<file path="src/rtl/data_store_buffer.sv">
// Posted-write buffer between the CPU memory stage and the data cache: stores queue in a FIFO and
// retire in the background; loads wait for the FIFO to drain so memory ordering stays strict.
module data_store_buffer #(
  parameter int DEPTH = 4,
  parameter int PTR_W = 2
) (
  input  logic             clk,
  input  logic             rst_n,
  input  logic [31:0]      i_cpu_addr,
  input  logic [31:0]      i_cpu_write_data,
  input  logic             i_cpu_memwrite,
  input  logic             i_cpu_memread,
  input  logic [3:0]       i_cpu_sign_mask,
  output logic [31:0]      o_cpu_read_data,
  output logic             o_cpu_stall,
  output logic [31:0]      o_c_addr,
  output logic [31:0]      o_c_write_data,
  output logic             o_c_memwrite,
  output logic             o_c_memread,
  output logic [3:0]       o_c_sign_mask,
  input  logic [31:0]      i_c_read_data,
  input  logic             i_c_stall,
  output logic [PTR_W:0]   o_fifo_count
);

  typedef enum logic [1:0] {IDLE, ST_WAIT, LD_WAIT, RESP} state_t;

  localparam logic [PTR_W:0]   COUNT_FULL = (PTR_W + 1)'(DEPTH);
  localparam logic [PTR_W:0]   COUNT_ONE  = (PTR_W + 1)'(1);
  localparam logic [PTR_W-1:0] PTR_ONE    = PTR_W'(1);

  state_t           r_state;
  state_t           w_nextState;

  logic [31:0]      r_addrMem [DEPTH];
  logic [31:0]      r_dataMem [DEPTH];
  logic [3:0]       r_maskMem [DEPTH];
  logic [PTR_W-1:0] r_wrPtr;
  logic [PTR_W-1:0] r_rdPtr;
  logic [PTR_W:0]   r_count;

  logic             r_started;
  logic [31:0]      r_cAddr;
  logic [31:0]      r_cWriteData;
  logic [3:0]       r_cSignMask;
  logic [31:0]      r_cpuReadData;

  logic             w_isLoad;
  logic             w_isStore;
  logic             w_full;
  logic             w_empty;
  logic             w_done;
  logic             w_issueSt;
  logic             w_issueLd;
  logic             w_pop;
  logic             w_push;
  logic             w_capture;

  // A load wins when both requests are raised; nothing is requested while reset is held.
  assign w_isLoad  = rst_n & i_cpu_memread;
  assign w_isStore = rst_n & i_cpu_memwrite & ~i_cpu_memread;
  assign w_full    = (r_count == COUNT_FULL);
  assign w_empty   = (r_count == '0);
  assign w_done    = r_started & ~i_c_stall;

  always_comb begin
    w_nextState = r_state;
    w_issueSt   = 1'b0;
    w_issueLd   = 1'b0;
    w_pop       = 1'b0;
    w_capture   = 1'b0;
    case (r_state)
      IDLE: begin
        if (!w_empty && !i_c_stall) begin
          w_issueSt   = 1'b1;
          w_nextState = ST_WAIT;
        end else if (w_empty && w_isLoad && !i_c_stall) begin
          w_issueLd   = 1'b1;
          w_nextState = LD_WAIT;
        end
      end
      ST_WAIT: begin
        if (w_done) begin
          w_pop       = 1'b1;
          w_nextState = IDLE;
        end
      end
      LD_WAIT: begin
        if (w_done) begin
          w_capture   = 1'b1;
          w_nextState = RESP;
        end
      end
      RESP:    w_nextState = IDLE;
      default: w_nextState = IDLE;
    endcase
  end

  // A retire frees a slot in the same cycle, so a waiting store slips in without an extra stall.
  assign w_push      = w_isStore & (~w_full | w_pop);
  assign o_cpu_stall = (w_isStore & w_full & ~w_pop) | (w_isLoad & (r_state != RESP));

  assign o_c_memwrite   = w_issueSt;
  assign o_c_memread    = w_issueLd;
  assign o_c_addr       = w_issueSt ? r_addrMem[r_rdPtr] : (w_issueLd ? i_cpu_addr : r_cAddr);
  assign o_c_write_data = w_issueSt ? r_dataMem[r_rdPtr] : r_cWriteData;
  assign o_c_sign_mask  = w_issueSt ? r_maskMem[r_rdPtr] : (w_issueLd ? i_cpu_sign_mask : r_cSignMask);
  assign o_cpu_read_data = r_cpuReadData;
  assign o_fifo_count    = r_count;

  always_ff @(posedge clk or negedge rst_n) begin
    if (!rst_n) begin
      r_state   <= IDLE;
      r_started <= 1'b0;
    end else begin
      r_state <= w_nextState;
      if (r_state == ST_WAIT || r_state == LD_WAIT) begin
        if (!r_started && i_c_stall) begin
          r_started <= 1'b1;
        end else if (w_done) begin
          r_started <= 1'b0;
        end
      end
    end
  end

  always_ff @(posedge clk or negedge rst_n) begin
    if (!rst_n) begin
      r_wrPtr <= '0;
      r_rdPtr <= '0;
      r_count <= '0;
    end else begin
      if (w_push) begin
        r_wrPtr <= r_wrPtr + PTR_ONE;
      end
      if (w_pop) begin
        r_rdPtr <= r_rdPtr + PTR_ONE;
      end
      case ({w_push, w_pop})
        2'b10:   r_count <= r_count + COUNT_ONE;
        2'b01:   r_count <= r_count - COUNT_ONE;
        default: r_count <= r_count;
      endcase
    end
  end

  always_ff @(posedge clk) begin
    if (w_push) begin
      r_addrMem[r_wrPtr] <= i_cpu_addr;
      r_dataMem[r_wrPtr] <= i_cpu_write_data;
      r_maskMem[r_wrPtr] <= i_cpu_sign_mask;
    end
  end

  // The cache-side fields are latched at the request so they stay put until the transaction ends.
  always_ff @(posedge clk or negedge rst_n) begin
    if (!rst_n) begin
      r_cAddr       <= '0;
      r_cWriteData  <= '0;
      r_cSignMask   <= '0;
      r_cpuReadData <= '0;
    end else begin
      if (w_issueSt) begin
        r_cAddr      <= r_addrMem[r_rdPtr];
        r_cWriteData <= r_dataMem[r_rdPtr];
        r_cSignMask  <= r_maskMem[r_rdPtr];
      end else if (w_issueLd) begin
        r_cAddr     <= i_cpu_addr;
        r_cSignMask <= i_cpu_sign_mask;
      end
      if (w_capture) begin
        r_cpuReadData <= i_c_read_data;
      end
    end
  end

endmodule

</file>
<file path="config.mk">
export PLATFORM = sky130hd
export DESIGN_NAME = data_store_buffer
export DESIGN_NICKNAME = d
export VERILOG_FILES = /design/src/rtl/data_store_buffer.sv
export SDC_FILE = /design/constraint.sdc
export NUM_CORES = 1
export LEC_CHECK = 0
export ABC_CLOCK_PERIOD_IN_PS = 4550
export BUFFER_PORTS_ARGS = -buffer_cell sky130_fd_sc_hd__buf_2
export CAP_MARGIN = 20
export CELL_PAD_IN_SITES_DETAIL_PLACEMENT = 0
export CELL_PAD_IN_SITES_GLOBAL_PLACEMENT = 1
export CORE_UTILIZATION = 27
export DETAILED_ROUTE_END_ITERATION = 8
export GPL_ROUTABILITY_DRIVEN = 0
export PLACE_DENSITY_LB_ADDON = 0.1
export SLEW_MARGIN = 20
export SYNTH_ARGS = -nofsm -noshare
export SYNTH_HDL_FRONTEND = slang
export SYNTH_SLANG_ARGS = --single-unit
</file>
<file path="constraint.sdc">
create_clock -name clk -period 4.55 [get_ports clk]
set_input_delay 0.2275 -clock clk [delete_from_list [all_inputs] [get_ports clk]]
set_output_delay 0.2275 -clock clk [all_outputs]
set_load 0.01 [all_outputs]
</file>
* After elaboration in Yosys (flattened, before gate mapping)
Memory sizes are Yosys's and may differ from the RTL's.
Index checks and enable logic that the tools add are counted.
** Storage, ports and cells
- Memory bits (writable) :: 272
- Logic and storage cells :: 77
- Memories kept :: 3
- Output and inout bits :: 106
- Input bits :: 105
- Flip-flop bits (word level) :: 110
** Memory list
- r_addrMem :: words 4, bits a word 32, read ports 1, clocked after Yosys merged registers in 0, write ports 1, RTL line 35 : logic [31:0] r_addrMem [DEPTH];
- r_dataMem :: words 4, bits a word 32, read ports 1, clocked after Yosys merged registers in 0, write ports 1, RTL line 36 : logic [31:0] r_dataMem [DEPTH];
- r_maskMem :: words 4, bits a word 4, read ports 1, clocked after Yosys merged registers in 0, write ports 1, RTL line 37 : logic [3:0] r_maskMem [DEPTH];
** Operators by class
- Eq/ne operators :: 10
- Muxes and demuxes :: 23
- $add $sub $neg :: 4
- Bitwise logic cells :: 14
- Reductions and logical operators :: 14
** Operators by type and width (count)
- 32-bit 2-to-1 mux :: 3
- 1-bit 2-to-1 mux :: 12
- 1-bit bitwise AND :: 8
- 2-bit 2-to-1 mux :: 4
- 4-bit 2-to-1 mux :: 2
- 2-bit one-hot mux with 4 select lines :: 1
- 2-bit equality test, second input constant :: 3
- 2-bit inequality test, second input constant :: 3
- 3-bit one-hot mux with 2 select lines :: 1
- 2-bit by 1-bit adder with 2-bit output, second input constant :: 2
- 2-bit by 1-bit equality test with 1-bit output, second input constant :: 2
- 1-bit logical AND :: 4
- 1-bit inverter :: 4
- 2-bit nonzero test :: 2
- 3-bit by 1-bit adder with 3-bit output, second input constant :: 1
- 3-bit equality test, second input constant :: 1
- 1-bit zero test :: 3
- 3-bit zero test :: 1
- 3-bit inequality test, second input constant :: 1
- 3-bit AND reduction :: 1
- 3-bit by 1-bit subtractor with 3-bit output, second input constant :: 1
- 2-bit zero test :: 1
- 1-bit bitwise OR :: 2
- 2-bit AND reduction :: 1
- 1-bit logical OR :: 1

* Longest topological paths before layout
- Depth in word-level cells :: 8
- Depth in mapped cells :: 9
- Mapped depth without buffers :: 8

* Worst setup path after synthesis
Ideal clock, no wire load.
- Path kind :: reg2reg
- Start :: register r_state[1]
- End :: memory r_addrMem[0][0], enable pin
- Slack :: 1.258 ns
- Setup time :: 0.433 ns
- Data required time :: 4.117 ns
- Path buffers :: 0
- Clock period less this slack :: 3.292 ns
- Arrival time :: 2.858 ns
- Stages on the path, launching flop included :: 6
- Cell sequence :: dfrtp_1 > inv_1 > ha_1 > nand2_1 > a31oi_1 > and2_1
** On the way
- Longest elaborated chain between the ends :: 6
** RTL lines
- start: declaration :: RTL line 32 : state_t r_state;
- start signal: assignment :: RTL line 116 : r_state <= w_nextState;
- 2-bit by 1-bit equality test with 1-bit output :: RTL line 72 : case (r_state)
- 1-bit 2-to-1 mux :: RTL line 72
- 1-bit bitwise OR :: RTL line 100 : assign w_push = w_isStore & (~w_full | w_pop);
- 1-bit bitwise AND :: RTL line 100
- 1-bit 2-to-1 mux :: RTL line 148 : if (w_push) begin
- 1-bit 2-to-1 mux (implied by the code) :: RTL line 149 : r_addrMem[r_wrPtr] <= i_cpu_addr;
- end: declaration :: RTL line 35
No other way between the ends.

* Final worst setup path
- Start :: register r_count[2], in the netlist o_fifo_count[2]
- End :: output port o_c_write_data[1]
** On the way
- Longest elaborated chain between the ends :: 6
** RTL lines
- start: declaration :: RTL line 40 : logic [PTR_W:0] r_count;
- start signal: assignment :: RTL line 140 : 2'b10: r_count <= r_count + COUNT_ONE;
- start signal: assignment :: RTL line 141 : 2'b01: r_count <= r_count - COUNT_ONE;
- start signal: assignment :: RTL line 142 : default: r_count <= r_count;
- 3-bit zero test :: RTL line 63 : assign w_empty = (r_count == '0);
- 1-bit zero test :: RTL line 74 : if (!w_empty && !i_c_stall) begin
- 1-bit logical AND :: RTL line 74
- 1-bit 2-to-1 mux :: RTL line 74
- 1-bit 2-to-1 mux :: RTL line 72
- 32-bit 2-to-1 mux
- end: declaration :: RTL line 17 : output logic [31:0] o_c_write_data,
No other way between the ends.

==> flow_summary.ini <==
[timing]
max_freq_mhz = 268.7
hold_viol = 0
rsz0062_at_grt = no
finalCriticalPeriod_ns = 3.722
maxSlewHeadroom = 0.3499
drv_slew = 0
post-route-period-util = 0.8181
setup_viol = 0
worst_pin_slew_ns = 0.9751
skew_ns = 0.01100
whs_ns = 0.08949
setup_tns_ns = 0

[job]
max_cap_violations = 0

[route]
via_per_inst = 4.471
drc_errors = 0
detail_route.first_pass.iterations = 4
via_count = 8226
wire_per_inst_um = 20.43
ant_nets = 0
wl_mm = 37.58
drt_iter0_drc = 355

[cells_and_area]
syn_to_final_growth_pct = 29.72
final_common_cell = edfxtp_1
layout_common_cells = 272 x edfxtp_1, 209 x buf_2, 108 x dfrtp_1, 101 x dlygate4sd3_1, 68 x mux4_2
drive_gt1_frac = 0.3846
antenna_cells = 0
finalNetCount = 1225
num-fill-cells = 5206

[worst_setup_path]
arrival_ns = 3.49
path_delay_family = simple AND/OR/NAND/NOR gates
crit_type = reg2out
slowest_delay_ns = 0.79
worstPathMaxFanout = 41
cp.buffers_inverters = 2
required_ns = 4.32
cp_slowest_cell = or3_2
start_kind = flop
cp_cell_sequence = or3_2, nand3_4, inv_4, mux2_2, buf_2
crit_path_end_kind = primary output

[global_routing]
gr-usage-all-layers = 0.1368
grt_pass1_wl_mm = 57.23
grt_max_degree = 65
grt_pass1_vias = 8992
antenna_found_initial = 1
grt-ovfl-total = 0

[floorplanning]
coreArea_um2 = 54030
die-area_um2 = 55840
die_y_um = 236.3
die_w_um = 236.3
core.rowCount = 85
boundaryPins = 211
initial_core_util = 0.2744

[power]
power.leakage_nw = 7.013
peakVddDrop_v = 0.0002654
p_per_area_nw_per_um2 = 620.2

[cts]
cts_tree = done
post_cts_buffers = 0
path_clk_slew_ns = 0.06
cts.sinks = 382
cts_max_level = 2
cts_resized = 0
clock_latency_ns = 0.56
cts_root_buffer = clkbuf_16
numCtsBuffers = 45
clock_path_buffers = 3

[logic_synthesis]
yosysUniqueCellTypes = 40
synth_nets = 900
yosysWarnings = 0
synth_area_um2 = 14820
netlist_instances = 783
seq_area_frac_synth = 0.7367
syn_area_per_cell_um2 = 18.93
ys_ff_latch = 382

[placement]
post-dp-hpwl_mm = 22.06
placement.io_buffers = 210

[min_path]
hold_path.class = in2reg

[status]
status = finished, final reports clean
## area by class of cell
type                       instances  area [um^2]  area share
clock inverter                    25        241.5     0.01256
inverter                          10        40.04    0.002082
multi-input combinational        343         3665      0.1906
tap                              696        870.8     0.04529
timing repair buffer             326         2247      0.1169
clock buffer                      58         1237     0.06435
sequential                       382        10930      0.5683
## flip-flops by register name, summed over array words and instances, names as in the netlist
| register | count |
|---|---|
| r_cSignMask | 4 |
| r_maskMem | 16 |
| r_addrMem | 128 |
| r_started | 1 |
| r_state | 2 |
| o_fifo_count | 3 |
| r_cWriteData | 32 |
| r_wrPtr | 2 |
| r_cAddr | 32 |
| r_dataMem | 128 |
| o_cpu_read_data | 32 |
| r_rdPtr | 2 |
## synthesized netlist by cell type
cell type,instances,area (um^2)
a2111oi_0,1,8.760
a211o_1,2,17.52
a21bo_2,1,10.01
a21boi_0,1,7.510
a21oi_1,2,10.01
a31o_2,1,8.760
a31oi_1,40,250.2
and2_1,5,31.28
and3_1,1,6.260
and3b_1,2,17.52
and4b_1,1,10.01
buf_1,6,22.52
buf_2,14,70.07
buf_6,4,45.04
clkbuf_1,24,90.09
dfrtp_1,110,2753
edfxtp_1,272,8168
fa_1,1,20.02
ha_1,11,137.6
inv_1,9,33.78
inv_4,1,6.260
mux2_2,38,427.9
mux2_4,29,435.4
mux2i_1,1,10.01
mux4_2,68,1531
nand2_1,43,161.4
nand2b_1,1,6.260
nand3_4,1,17.52
nand3b_1,1,7.510
nand4_1,2,12.51
nand4b_1,2,17.52
nor2_1,4,15.01
nor2b_1,1,6.260
nor3_1,38,190.2
nor3_2,1,10.01
o211a_1,1,10.01
o21ai_0,37,185.2
o221ai_2,1,15.01
or3_1,1,6.260
xnor2_1,4,35.03
## what timing repair did
item | 4_1_cts | 5_1_grt
hold buffers | 101 | 0
hold endpoints to repair | 377 | 0
setup endpoints to repair | 0 | 0
## worst paths after layout
kind                            slack (ns)  depth (start not counted)                end              from
min in group asynchronous             0.23                          2        r_cAddr[24]             rst_n
worst max-delay path                  0.83                          5  o_c_write_data[1]   o_fifo_count[2]
worst max register to register        1.59                          6    r_dataMem[0][6]        r_state[1]
worst min register to register        0.49                          1   r_cWriteData[12]  r_cWriteData[12]
max in group asynchronous             3.02                          3    r_cWriteData[4]             rst_n
worst min-delay path                  0.09                          4         r_state[0]         i_c_stall
## power breakdown
part           internal [mW]  switching [mW]
logic                   1.73            1.82
registers               4.37           0.387
clock network           2.20            1.42
total                   8.29            3.63
## through the flow
step	setup slack, ns	util	instance area [um^2]	power, mW	instances
after floorplan	1.258	-	14820	7.011	783
after global placement	1.416	0.3095	16720	8.422	1655
after detailed placement	1.354	0.3095	16720	8.404	1655
after CTS	0.7327	0.3556	19210	12.18	1839
after global routing	0.5607	0.3559	19230	12.61	1840
final	0.8279	0.3559	19230	11.93	1840
## metal layers
layer  track usage  vias up  wire length [um]
met3       0.02516       51              1600
met4       0.04368        2               724
li1              -     3758                 -
met2        0.2225      176             18070
met1        0.1843     4239             17170
met5             0        -                12
## worst reg2reg max path, cell delays in order (launching register included)
cell	delay, ns
dfrtp_1	0.41
inv_1	0.11
ha_1	0.29
nand2_1	0.17
a31oi_1	0.62
and2_4	0.74
buf_4	0.33
## kinds of logic after synthesis
kind of cell | count (synthesis) | synth area share
xor+xnor | 4 | 0.002363
mux | 136 | 0.1622
compound gates | 87 | 0.03528
buf+inv | 58 | 0.01806
flops | 382 | 0.7367
fa+ha+maj | 12 | 0.01063
simple gates | 104 | 0.03477
(Power assumes the default switching activity.)
